$ cat src/rtl/multibyte_add_seq.sv
// Purpose : byte-serial multi-byte adder/subtractor sharing one 8-bit ripple-carry adder.
// Latency : Start accepted at edge T, bytes processed on edges T+1..T+NBYTES, Done in cycle T+NBYTES+1.
// Backpr. : none; Start is ignored while Busy, accepted in IDLE or in the Done cycle.
//
// Ports:
//   clk, rst_n          clock, asynchronous active-low reset
//   Start, OpA, OpB     request + operands (operands sampled only on the accept edge)
//   Cin, Sub            carry-in to byte 0, subtract select (sampled on the accept edge)
//   Busy, Done          operation in progress, one-cycle completion pulse
//   Result, Cout        sum (mod 2^(8*NBYTES)) and carry out of the MSB byte
//   Overflow            signed overflow of the final result
//
// Build option: define MULTIBYTE_ADD_SEQ_SUB_EN to compile in subtraction
// (A + ~B + 1, Cout = 1 meaning no borrow). Without it, Sub is ignored.

module add8_rca (
    input  logic [7:0] a,
    input  logic [7:0] b,
    input  logic       ci,
    output logic [7:0] s,
    output logic       co
);
    logic [8:0] c;

    always_comb begin
        s    = '0;
        c    = '0;
        c[0] = ci;
        for (int i = 0; i < 8; i++) begin
            s[i]   = a[i] ^ b[i] ^ c[i];
            c[i+1] = (a[i] & b[i]) | (c[i] & (a[i] ^ b[i]));
        end
        co = c[8];
    end
endmodule

module multibyte_add_seq #(
    parameter int NBYTES = 4
) (
    input  logic                  clk,
    input  logic                  rst_n,
    input  logic                  Start,
    input  logic [8*NBYTES-1:0]   OpA,
    input  logic [8*NBYTES-1:0]   OpB,
    input  logic                  Cin,
    input  logic                  Sub,
    output logic                  Busy,
    output logic                  Done,
    output logic [8*NBYTES-1:0]   Result,
    output logic                  Cout,
    output logic                  Overflow
);
    localparam int W     = 8 * NBYTES;
    localparam int IDX_W = (NBYTES > 1) ? $clog2(NBYTES) : 1;

    typedef enum logic [1:0] {IDLE, RUN, DONE} state_t;

    state_t             state_q, state_d;
    logic [W-1:0]       a_q, b_q, result_q;
    logic [IDX_W-1:0]   idx_q;
    logic               carry_q, cout_q, ovf_q;

    logic               accept, last;
    logic [W-1:0]       b_in;
    logic               c_in;
    logic [7:0]         a_byte, b_byte, sum_byte;
    logic               sum_co;

    // Operand conditioning happens once, at accept, so RUN sees a plain add.
`ifdef MULTIBYTE_ADD_SEQ_SUB_EN
    assign b_in = Sub ? ~OpB : OpB;
    assign c_in = Sub ? 1'b1 : Cin;
`else
    logic unused_sub;
    assign unused_sub = Sub;
    assign b_in       = OpB;
    assign c_in       = Cin;
`endif

    assign accept = Start && (state_q != RUN);
    assign last   = (idx_q == IDX_W'(NBYTES - 1));

    always_comb begin
        state_d = state_q;
        case (state_q)
            IDLE:    if (Start) state_d = RUN;
            RUN:     if (last)  state_d = DONE;
            DONE:    state_d = Start ? RUN : IDLE;
            default: state_d = IDLE;
        endcase
    end

    always_ff @(posedge clk or negedge rst_n) begin
        if (!rst_n) state_q <= IDLE;
        else        state_q <= state_d;
    end

    assign a_byte = a_q[{idx_q, 3'b000} +: 8];
    assign b_byte = b_q[{idx_q, 3'b000} +: 8];

    add8_rca u_add8 (
        .a  (a_byte),
        .b  (b_byte),
        .ci (carry_q),
        .s  (sum_byte),
        .co (sum_co)
    );

    always_ff @(posedge clk or negedge rst_n) begin
        if (!rst_n) begin
            a_q      <= '0;
            b_q      <= '0;
            result_q <= '0;
            idx_q    <= '0;
            carry_q  <= 1'b0;
            cout_q   <= 1'b0;
            ovf_q    <= 1'b0;
        end else if (accept) begin
            a_q     <= OpA;
            b_q     <= b_in;
            carry_q <= c_in;
            idx_q   <= '0;
        end else if (state_q == RUN) begin
            result_q[{idx_q, 3'b000} +: 8] <= sum_byte;
            carry_q <= sum_co;
            idx_q   <= idx_q + IDX_W'(1);
            if (last) begin
                cout_q <= sum_co;
                // Signed overflow: operands agree in sign, result does not.
                ovf_q  <= (a_q[W-1] == b_q[W-1]) && (sum_byte[7] != a_q[W-1]);
            end
        end
    end

    assign Busy     = (state_q == RUN);
    assign Done     = (state_q == DONE);
    assign Result   = result_q;
    assign Cout     = cout_q;
    assign Overflow = ovf_q;
endmodule

$ cat config.mk
export PLATFORM = sky130hd
export DESIGN_NAME = multibyte_add_seq
export DESIGN_NICKNAME = d
export VERILOG_FILES = /design/src/rtl/multibyte_add_seq.sv
export SDC_FILE = /design/constraint.sdc
export NUM_CORES = 1
export LEC_CHECK = 0
export CORE_UTILIZATION = 54
export DETAILED_ROUTE_END_ITERATION = 12
export PLACE_DENSITY = 0.85
export SLEW_MARGIN = 25
export SYNTH_ARGS = -nofsm -noshare
export SYNTH_HDL_FRONTEND = slang
export SYNTH_HIERARCHICAL = 1
export SYNTH_SLANG_ARGS = --single-unit
$ cat constraint.sdc
create_clock -name clk -period 9.65 [get_ports clk]
set_input_delay 0.965 -clock clk [delete_from_list [all_inputs] [get_ports clk]]
set_output_delay 0.965 -clock clk [all_outputs]
set_load 0.02 [all_outputs]
# Yosys cells after proc, flatten, opt, wreduce, memory -nomap -nowiden
# Index checks and enable logic that the tools add are counted.
dict set report op_classes {
  n_mux 9
  div_mod_pow 0
  bitwise_logic 41
  shifts 4
  eq_ne 8
  n_addsub 2
  n_mul 0
  n_reduce_logical 7
  n_lt_le_gt_ge 0
}
# operator n
set op_table {}
lappend op_table {{32-bit by 6-bit variable part select with 8-bit output} 2}
lappend op_table {{32-bit bitwise mux} 1}
lappend op_table {{8-bit by 7-bit variable shift with 32-bit output, first input constant} 1}
lappend op_table {{8-bit by 7-bit variable part select with 32-bit output} 1}
lappend op_table {{1-bit AND} 16}
lappend op_table {{1-bit bitwise XOR} 16}
lappend op_table {{2-bit 2-to-1 mux} 4}
lappend op_table {{1-bit OR} 8}
lappend op_table {{5-bit negation with 7-bit output} 1}
lappend op_table {{2-bit one-hot mux with 3 select lines} 1}
lappend op_table {{2-bit == test, second input constant} 2}
lappend op_table {{2-bit by 1-bit != test with 1-bit output, second input constant} 2}
lappend op_table {{2-bit AND reduction} 2}
lappend op_table {{1-bit 2-to-1 mux} 3}
lappend op_table {{3-bit AND reduction} 1}
lappend op_table {{2-bit by 1-bit adder with 2-bit output, second input constant} 1}
lappend op_table {{2-bit by 1-bit == test with 1-bit output, second input constant} 1}
lappend op_table {{1-bit logical AND} 2}
lappend op_table {{2-bit logical NOT} 1}
lappend op_table {{2-bit != test, second input constant} 1}
lappend op_table {{2-bit nonzero test} 1}
lappend op_table {{1-bit == test} 1}
lappend op_table {{1-bit != test} 1}
lappend op_table {{1-bit inverter} 1}
dict set report word_totals {
  mem_count 0
  ramBits 0
  ff_bits 103
  inputBits 69
  romBits 0
  output_inout_bits 36
  word_cells 79
  latch_bits 0
}

# Depth between registers and ports, before layout
# Gate-level depths: netlist (run 1).
dict set report logic_depth {
  ltp_word 20
  ltp_mapped 18
  depth_no_buf 16
}

# By module
# The synthesis (run 1) kept the hierarchy.
# mod area_each_um2 seq_area_each_um2 n_inst cells_per_inst
set by_module_without_submodules {}
lappend by_module_without_submodules {multibyte_add_seq 4459.3 2577.5 1 299}
lappend by_module_without_submodules {add8_rca 197.7 0.0 1 18}

# Worst setup path before layout (run 1)
# Ideal clock, no wire load.
dict set report synth_timing {
  path_kind {register to register}
  start {reg idx_q[0]}
  end {reg ovf_q, in the netlist Overflow}
  period_less_slack_ns 4.940
  arrival_ns 4.803
  slack_ns 4.710
  required_time_ns 9.513
  stages_incl_launch_ff 19
  setup_time_ns 0.137
  path_buffers 2
  path_cell_list {dfrtp_1 buf_6 buf_6 mux4_2 fa_1 inv_1 fa_1 inv_1 fa_1 fa_1 fa_1 fa_1 fa_1 inv_1 fa_1 inv_1 and3b_1 a21oi_1 o21ai_0}
}
dict set report synth_via {
  elab_chain_cells 19
  elab_cells_between_ends 36
  cone_classes {2 x eq/ne; 2 x shift; 30 x bitwise; 2 x reduce/logical}
}
# element line
set synth_rtl {}
lappend synth_rtl {{start: declaration} 60} ;# logic [IDX_W-1:0] idx_q;
lappend synth_rtl {{start signal: assignment} 126} ;# idx_q <= idx_q + IDX_W'(1);
lappend synth_rtl {{32-bit by 6-bit variable part select with 8-bit output (*)} 98} ;# assign a_byte = a_q[{idx_q, 3'b000} +: 8];
lappend synth_rtl {{net a_byte[0]} 66} ;# logic [7:0] a_byte, b_byte, sum_byte;
lappend synth_rtl {{1-bit bitwise XOR} 31} ;# c[i+1] = (a[i] & b[i]) | (c[i] & (a[i] ^ b[i]));
lappend synth_rtl {{1-bit AND} 31}
lappend synth_rtl {{1-bit OR (*)} 31}
lappend synth_rtl {{1-bit AND (*)} 31}
lappend synth_rtl {{1-bit OR (*)} 31}
lappend synth_rtl {{1-bit AND (*)} 31}
lappend synth_rtl {{[5 not listed]} n/a}
lappend synth_rtl {{1-bit AND (*)} 31}
lappend synth_rtl {{1-bit OR (*)} 31}
lappend synth_rtl {{1-bit AND (*)} 31}
lappend synth_rtl {{1-bit OR (*)} 31}
lappend synth_rtl {{1-bit bitwise XOR (*)} 30} ;# s[i] = a[i] ^ b[i] ^ c[i];
lappend synth_rtl {{net sum_byte[7]} 66}
lappend synth_rtl {{1-bit != test (*)} 130} ;# ovf_q <= (a_q[W-1] == b_q[W-1]) && (sum_byte[7] != a_q[W-1]);
lappend synth_rtl {{1-bit logical AND (*)} 130}
lappend synth_rtl {{end signal: assignment} 130}
lappend synth_rtl {{end: declaration} 61} ;# logic carry_q, cout_q, ovf_q;
# The timed path passes the listed nets; every way through them passes the cells marked *.
# A chain may end at the register's enable or synchronous reset.

# Worst setup path in the final report (run 1)
dict set report layout_timing {
  start {reg idx_q[1]}
  end {reg ovf_q, in the netlist Overflow}
}
# The elaborated chain is that of the path after synthesis.

==> results of run 1 <==
## logic make-up (layout without fill, tap and decap cells)
group | count (synthesis) | after routing | share of synthesized area [%]
flops | 103 | 103 | 55.3
mux | 84 | 84 | 24.2
simple gates | 53 | 53 | 6.82
compound gates | 36 | 36 | 5.27
buf+inv | 28 | 135 | 3.63
fa+ha+maj | 13 | 13 | 4.78
## Yosys cell counts (2+ instances only)
cell / number / area, um2
ha_1: 5 / 62.6
nand2_1: 36 / 135
o21ai_0: 14 / 70.1
fa_1: 8 / 160
buf_2: 3 / 15.0
nor2_1: 5 / 18.8
clkbuf_1: 3 / 11.3
o31ai_1: 2 / 15.0
buf_6: 8 / 90.1
nand3b_1: 3 / 22.5
o21ai_1: 3 / 15.0
mux4_2: 16 / 360
nor4b_4: 2 / 47.6
dfrtp_1: 103 / 2580
a22o_1: 16 / 140
inv_1: 13 / 48.8
mux2_2: 67 / 754
## worst max-delay path: cells and delay by family, from the launching register on
kind / cells / cell delay (ns)
AOI/OAI and AO/OA: 2 / 0.18
adders and majority gates: 8 / 2.94
buffers and inverters: 4 / 0.37
DFF: 1 / 0.92
muxes: 1 / 0.46
and+or+nand+nor: 1 / 0.20
## stage by stage
stage                     cells  utilization (%)  worst slack, ns
after global placement      513             68.9             4.52
after CTS                   529             71.2             4.41
after detailed placement    513             68.9             4.48
after floorplan             317                -             4.71
after global routing        529             71.2             4.21
final                       529             71.2             4.45
## flip-flops by register name, indices dropped and copies added, names as in the netlist
register  cells
Cout          1
Overflow      1
Result       32
a_q          32
b_q          32
carry_q       1
idx_q         2
state_q       2
## cell type report
cell class,count,area [um2]
well taps,105,131
inverters,14,52.6
clock inverters,3,42.5
clock buffers,13,149
flip-flops and latches,103,2580
fillers,568,2390
repair buffers,105,1040
multi-input cells,186,1910
## worst min path at each step
stage | startpoint | to | slack (ns) | depth (start not counted)
after detailed placement | Result[11] | Result[11] | 0.47 | 2
after floorplan | a_q[16] | a_q[16] | 0.47 | 1
after global routing | Result[8] | Result[8] | 0.51 | 2
after CTS | Result[11] | Result[11] | 0.49 | 2
after global placement | Result[13] | Result[13] | 0.46 | 2
final | Result[11] | Result[11] | 0.48 | 2
## power breakdown
group,switching [mW],internal (mW)
Sequential,0.120,0.619
Combinational,0.608,0.555
Clock,0.139,0.127
## routing by layer
metal  part of all wire (%)  wire [um]  global-route usage, %  vias up
met3                    6.7        623                   5.48        9
met2                     51       4730                   39.2      110
met4                    1.3        119                   7.32        0
met1                     41       3830                   28.7     1445
li1                       -          -                      -     1323
met5                      0          0                      0        -
==> results.toml, run 1 <==
[run_status]
status = "complete, no violations"

[finish]
fin_area_mm2 = 0.00591
final_common_cell = "dfrtp_1"
antennaDiodeCount = 0
final_cell_mix = "dfrtp_1 (103), clkdlybuf4s50_1 (102), mux2_2 (67)"
syn2layout_area_growth_pct = 26.8
drive_gt1_share_pct = 25.2
nets = 501

[timing]
rsz0062_at_grt = "no"
finClkSkew_ns = 0.00712
relSlewSlack_pct = 42.1
slew_violations = 0
fin_crit_sh_pct = 53.9
tns_ns = 0
timing.hold.ws_ns = 0.483
setup_viol = 0
max_freq_ghz = 0.192
worst_slew_pin_slew_ns = 0.869
final-hold-violation-count = 0
period_minus_slack_ns = 5.20

[clock_network]
clk_pin_slew_ns = 0.09
cts_setup_buffers = 0
clockBufferDepth = 2
cts_buffers = 9
h-tree-depth = 3
cts_tree = "built"
cts_sinks = 103
holdBufCountCts = 0
post_cts_resized = 0
root_buffer = "clkbuf_8"
insertion_delay_ns = 0.36

[critical_path]
r2r_setup_slack_ns = 4.45
worstReg2RegStart = "idx_q[1]"
required_ns = 9.89
cp_max_fo = 19
r2r-end = "Overflow"
cp-end-kind = "flip-flop"
crit_start = "idx_q[1]"
arrival_ns = 5.44
path_cells = "mux4_2 -> fa_1 -> inv_1 -> fa_1 -> inv_1 -> fa_1 -> fa_1 -> fa_1 -> fa_1 -> fa_1 -> inv_1 -> fa_1 -> inv_1 -> and3b_1 -> a21oi_1 -> o21ai_0"
r2r_cells = 16
crit_top_cell = "fa_1"
critPathKind = "flip-flop to flip-flop"
slowest_stage = "dfrtp_1"
endpoint = "Overflow"
crit_path_max_incr_delay_ns = 0.92
startpoint_type = "flip-flop"

[routing]
drt-pass1-iter-count = 4
routed_wl_um = 9300
avgRoutedWirePerCell_um = 17.6
drt_iter0_markers = 68
routed_via_density = 5.46
vias = 2887
remaining_drc_errors = 0
drt.antenna.violating_nets = 0

[floorplan]
start_util_pct = 56.1
core_mm2 = 0.00830
rows = 33
fp.dieH_um = 94.9
fp.dieW_um = 94.9
dieArea_mm2 = 0.00900
io_pins = 105

[job]
cap_violations = 0

[place]
portBuffers = 103
place_hpwl_um = 6670
finalWeightedCongestion = 0.785
post_dp_cell_area_mm2 = 0.00572

[synth]
synth_fp_nets = 399
yosysUniqueCellTypes = 27
yosys_warnings = 6
netlist_instances = 317
avgSynthCellArea_um2 = 14.7
async_flop_share_pct = 100
syn_area_mm2 = 0.00466
ys_ff_latch = 103
seq_area_frac_synth_pct = 55.3
synthFlopType = "dfrtp_1"
synth_edf_count = 0

[grt]
grt_pass1_vias = 3044
grt_max_degree = 65
grt_util_all_layers_pct = 22.9
antenna_found_initial = 0
grt-ovfl-total = 0
grt_pass1_wl_um = 15100

[power]
p_per_area_mw_per_mm2 = 367
power.total_mw = 2.17
peakVddDrop_uv = 223
p_leak_nw = 2.51

[min_path]
min_path_type = "flip-flop to flip-flop"
Power figures use the tool's default switching activity.
==> inputs of run 2 (changes only) <==
CORE_UTILIZATION = 45   (was 54)
PLACE_DENSITY = 0.76   (was 0.85)
clock period = 4.35 ns   (was 9.65 ns; I/O delays follow)
==> run 2 against run 1 <==
  * Global-route usage down 4.0 points
  * Routed wire length up 2.2%
  * Clock skew rose by 0.0032 ns
  * Register-to-register slack lost 4.4 ns
  * Power grew 130%
  * Flip-flop and latch count unchanged
  * Largest cell class unchanged
==> results.toml, run 2 (synthesis gave the netlist of run 1 again) <==
[timing]
max_freq_ghz = 0.231
finClkSkew_ns = 0.0103
setup_viol = 0
period_minus_slack_ns = 4.33
tns_ns = 0
timing.hold.ws_ns = 0.0897
final-hold-violation-count = 0
rsz0062_at_grt = "yes"
relSlewSlack_pct = 45.7
worst_slew_pin_slew_ns = 0.815
slew_violations = 0
fin_crit_sh_pct = 99.6

[grt]
grt_pass1_vias = 3068
grt_use_met2_pct = 31.0
top_usage_layer = "met2"
grt_util_all_layers_pct = 18.9
grt_pass1_wl_um = 15700
met1_usage_pct = 25.2
antenna_found_initial = 0
grt_util_met3_pct = 4.47
grt_max_degree = 78
grt-ovfl-total = 0

[routing]
drt_iter0_markers = 88
routed_wl_um = 9510
drt.antenna.violating_nets = 0
drt-pass1-iter-count = 4
remaining_drc_errors = 0
avgRoutedWirePerCell_um = 16.9
routed_via_density = 5.20
vias = 2920

[critical_path]
cp_max_fo = 4
path_cells = "mux4_2 -> fa_2 -> inv_2 -> fa_1 -> inv_1 -> fa_2 -> fa_2 -> fa_2 -> fa_2 -> fa_2 -> inv_2 -> fa_1 -> inv_2 -> and3b_1 -> a21oi_2 -> o21ai_1"
crit_start = "idx_q[0]"
crit_top_cell = "fa_2"
worstReg2RegStart = "idx_q[0]"
r2r_setup_slack_ns = 0.02
crit_buf_inv = 4
startpoint_type = "flip-flop"
arrival_ns = 4.58
crit_path_max_incr_delay_ns = 0.53
path_delay_family = "adder cells"
required_ns = 4.60
cp-end-kind = "flip-flop"
r2r-end = "Overflow"
slowest_stage = "mux4_2"
r2r_cells = 16
critPathKind = "flip-flop to flip-flop"

[power]
peakVddDrop_uv = 498
power.total_mw = 4.93
p_leak_nw = 2.51
p_per_area_mw_per_mm2 = 826

[clock_network]
insertion_delay_ns = 0.36
cts_setup_buffers = 0
cts_tree = "built"
h-tree-depth = 3
clockBufferDepth = 2
root_buffer = "clkbuf_8"
cts_sinks = 103
clk_pin_slew_ns = 0.10
cts_buffers = 9
holdBufCountCts = 0

[finish]
drive_gt1_share_pct = 29.2
fillerInstances = 801
seq_area_mm2 = 0.00258
nets = 505
antennaDiodeCount = 0
multi_input_area_mm2 = 0.00193
final_cell_mix = "dfrtp_1 (102), clkdlybuf4s50_1 (102), mux2_2 (67)"
utilization_pct = 60.3
fin_area_mm2 = 0.00598
syn2layout_area_growth_pct = 28.3

[job]
cap_violations = 0

[floorplan]
fp.dieW_um = 104
dieArea_mm2 = 0.0108
core_mm2 = 0.00991
rows = 36
io_pins = 105
fp.dieH_um = 104
start_util_pct = 47.0

[place]
finalWeightedCongestion = 0.747
place_hpwl_um = 7200
portBuffers = 103
post_dp_cell_area_mm2 = 0.00580

[run_status]
status = "complete, no violations"

[min_path]
min_path_type = "input port to async pin"
-- run 2: cell types whose count changed in the layout (fill, tap and decap cells not counted), moves of 3 or more --
cell / delta
inv_2: +3
fa_1: -6
fa_2: +6
clkbuf_1: -3
inv_1: -3
buf_4: +3
-- run 2: timing repair --
item	CTS	global route
pin swaps	7	0
resized for setup	2	0
hold endpoints to repair	0	0
gates cloned	0	0
setup endpoints to repair	1	3
-- run 2: worst max-delay path by stage --
stage	to	cells past startpoint	slack, ns
floorplan	Overflow	18	-0.31
global placement	Overflow	16	-0.01
detailed placement	Overflow	16	-0.1
CTS	Overflow	16	-0.006
global route	Overflow	16	-0.16
finish	Overflow	16	0.02
-- run 2: where the power goes --
group | switching, mW | internal (mW)
clock network | 0.329 | 0.209
logic | 1.40 | 1.37
registers | 0.243 | 1.37
total | 1.98 | 2.96
-- run 2: through the flow --
stage | instances | worst slack, ns
2_1_floorplan | 317 | -0.315
4_1_cts | 561 | -0.00623
6_report | 561 | 0.0193
5_1_grt | 561 | -0.157
3_5_place_dp | 545 | -0.0998
3_3_place_gp | 545 | -0.0133
-- run 2: layout make-up --
class | instances | area share (%)
flip-flops and latches | 103 | 43.2
multi-input cells | 186 | 32.3
repair buffers | 109 | 18.0
well taps | 133 | 2.78
clock buffers | 9 | 2.07
inverters | 14 | 0.879
clock inverters | 7 | 0.796
-- run 2: layer usage --
| layer | vias to the layer above | wire (um) | part of all wire (%) |
|---|---|---|---|
| li1 | 1335 | - | - |
| met1 | 1483 | 4270 | 45 |
| met2 | 90 | 4650 | 49 |
| met3 | 12 | 474 | 5.0 |
| met4 | 0 | 111 | 1.2 |
| met5 | - | 0 | 0 |
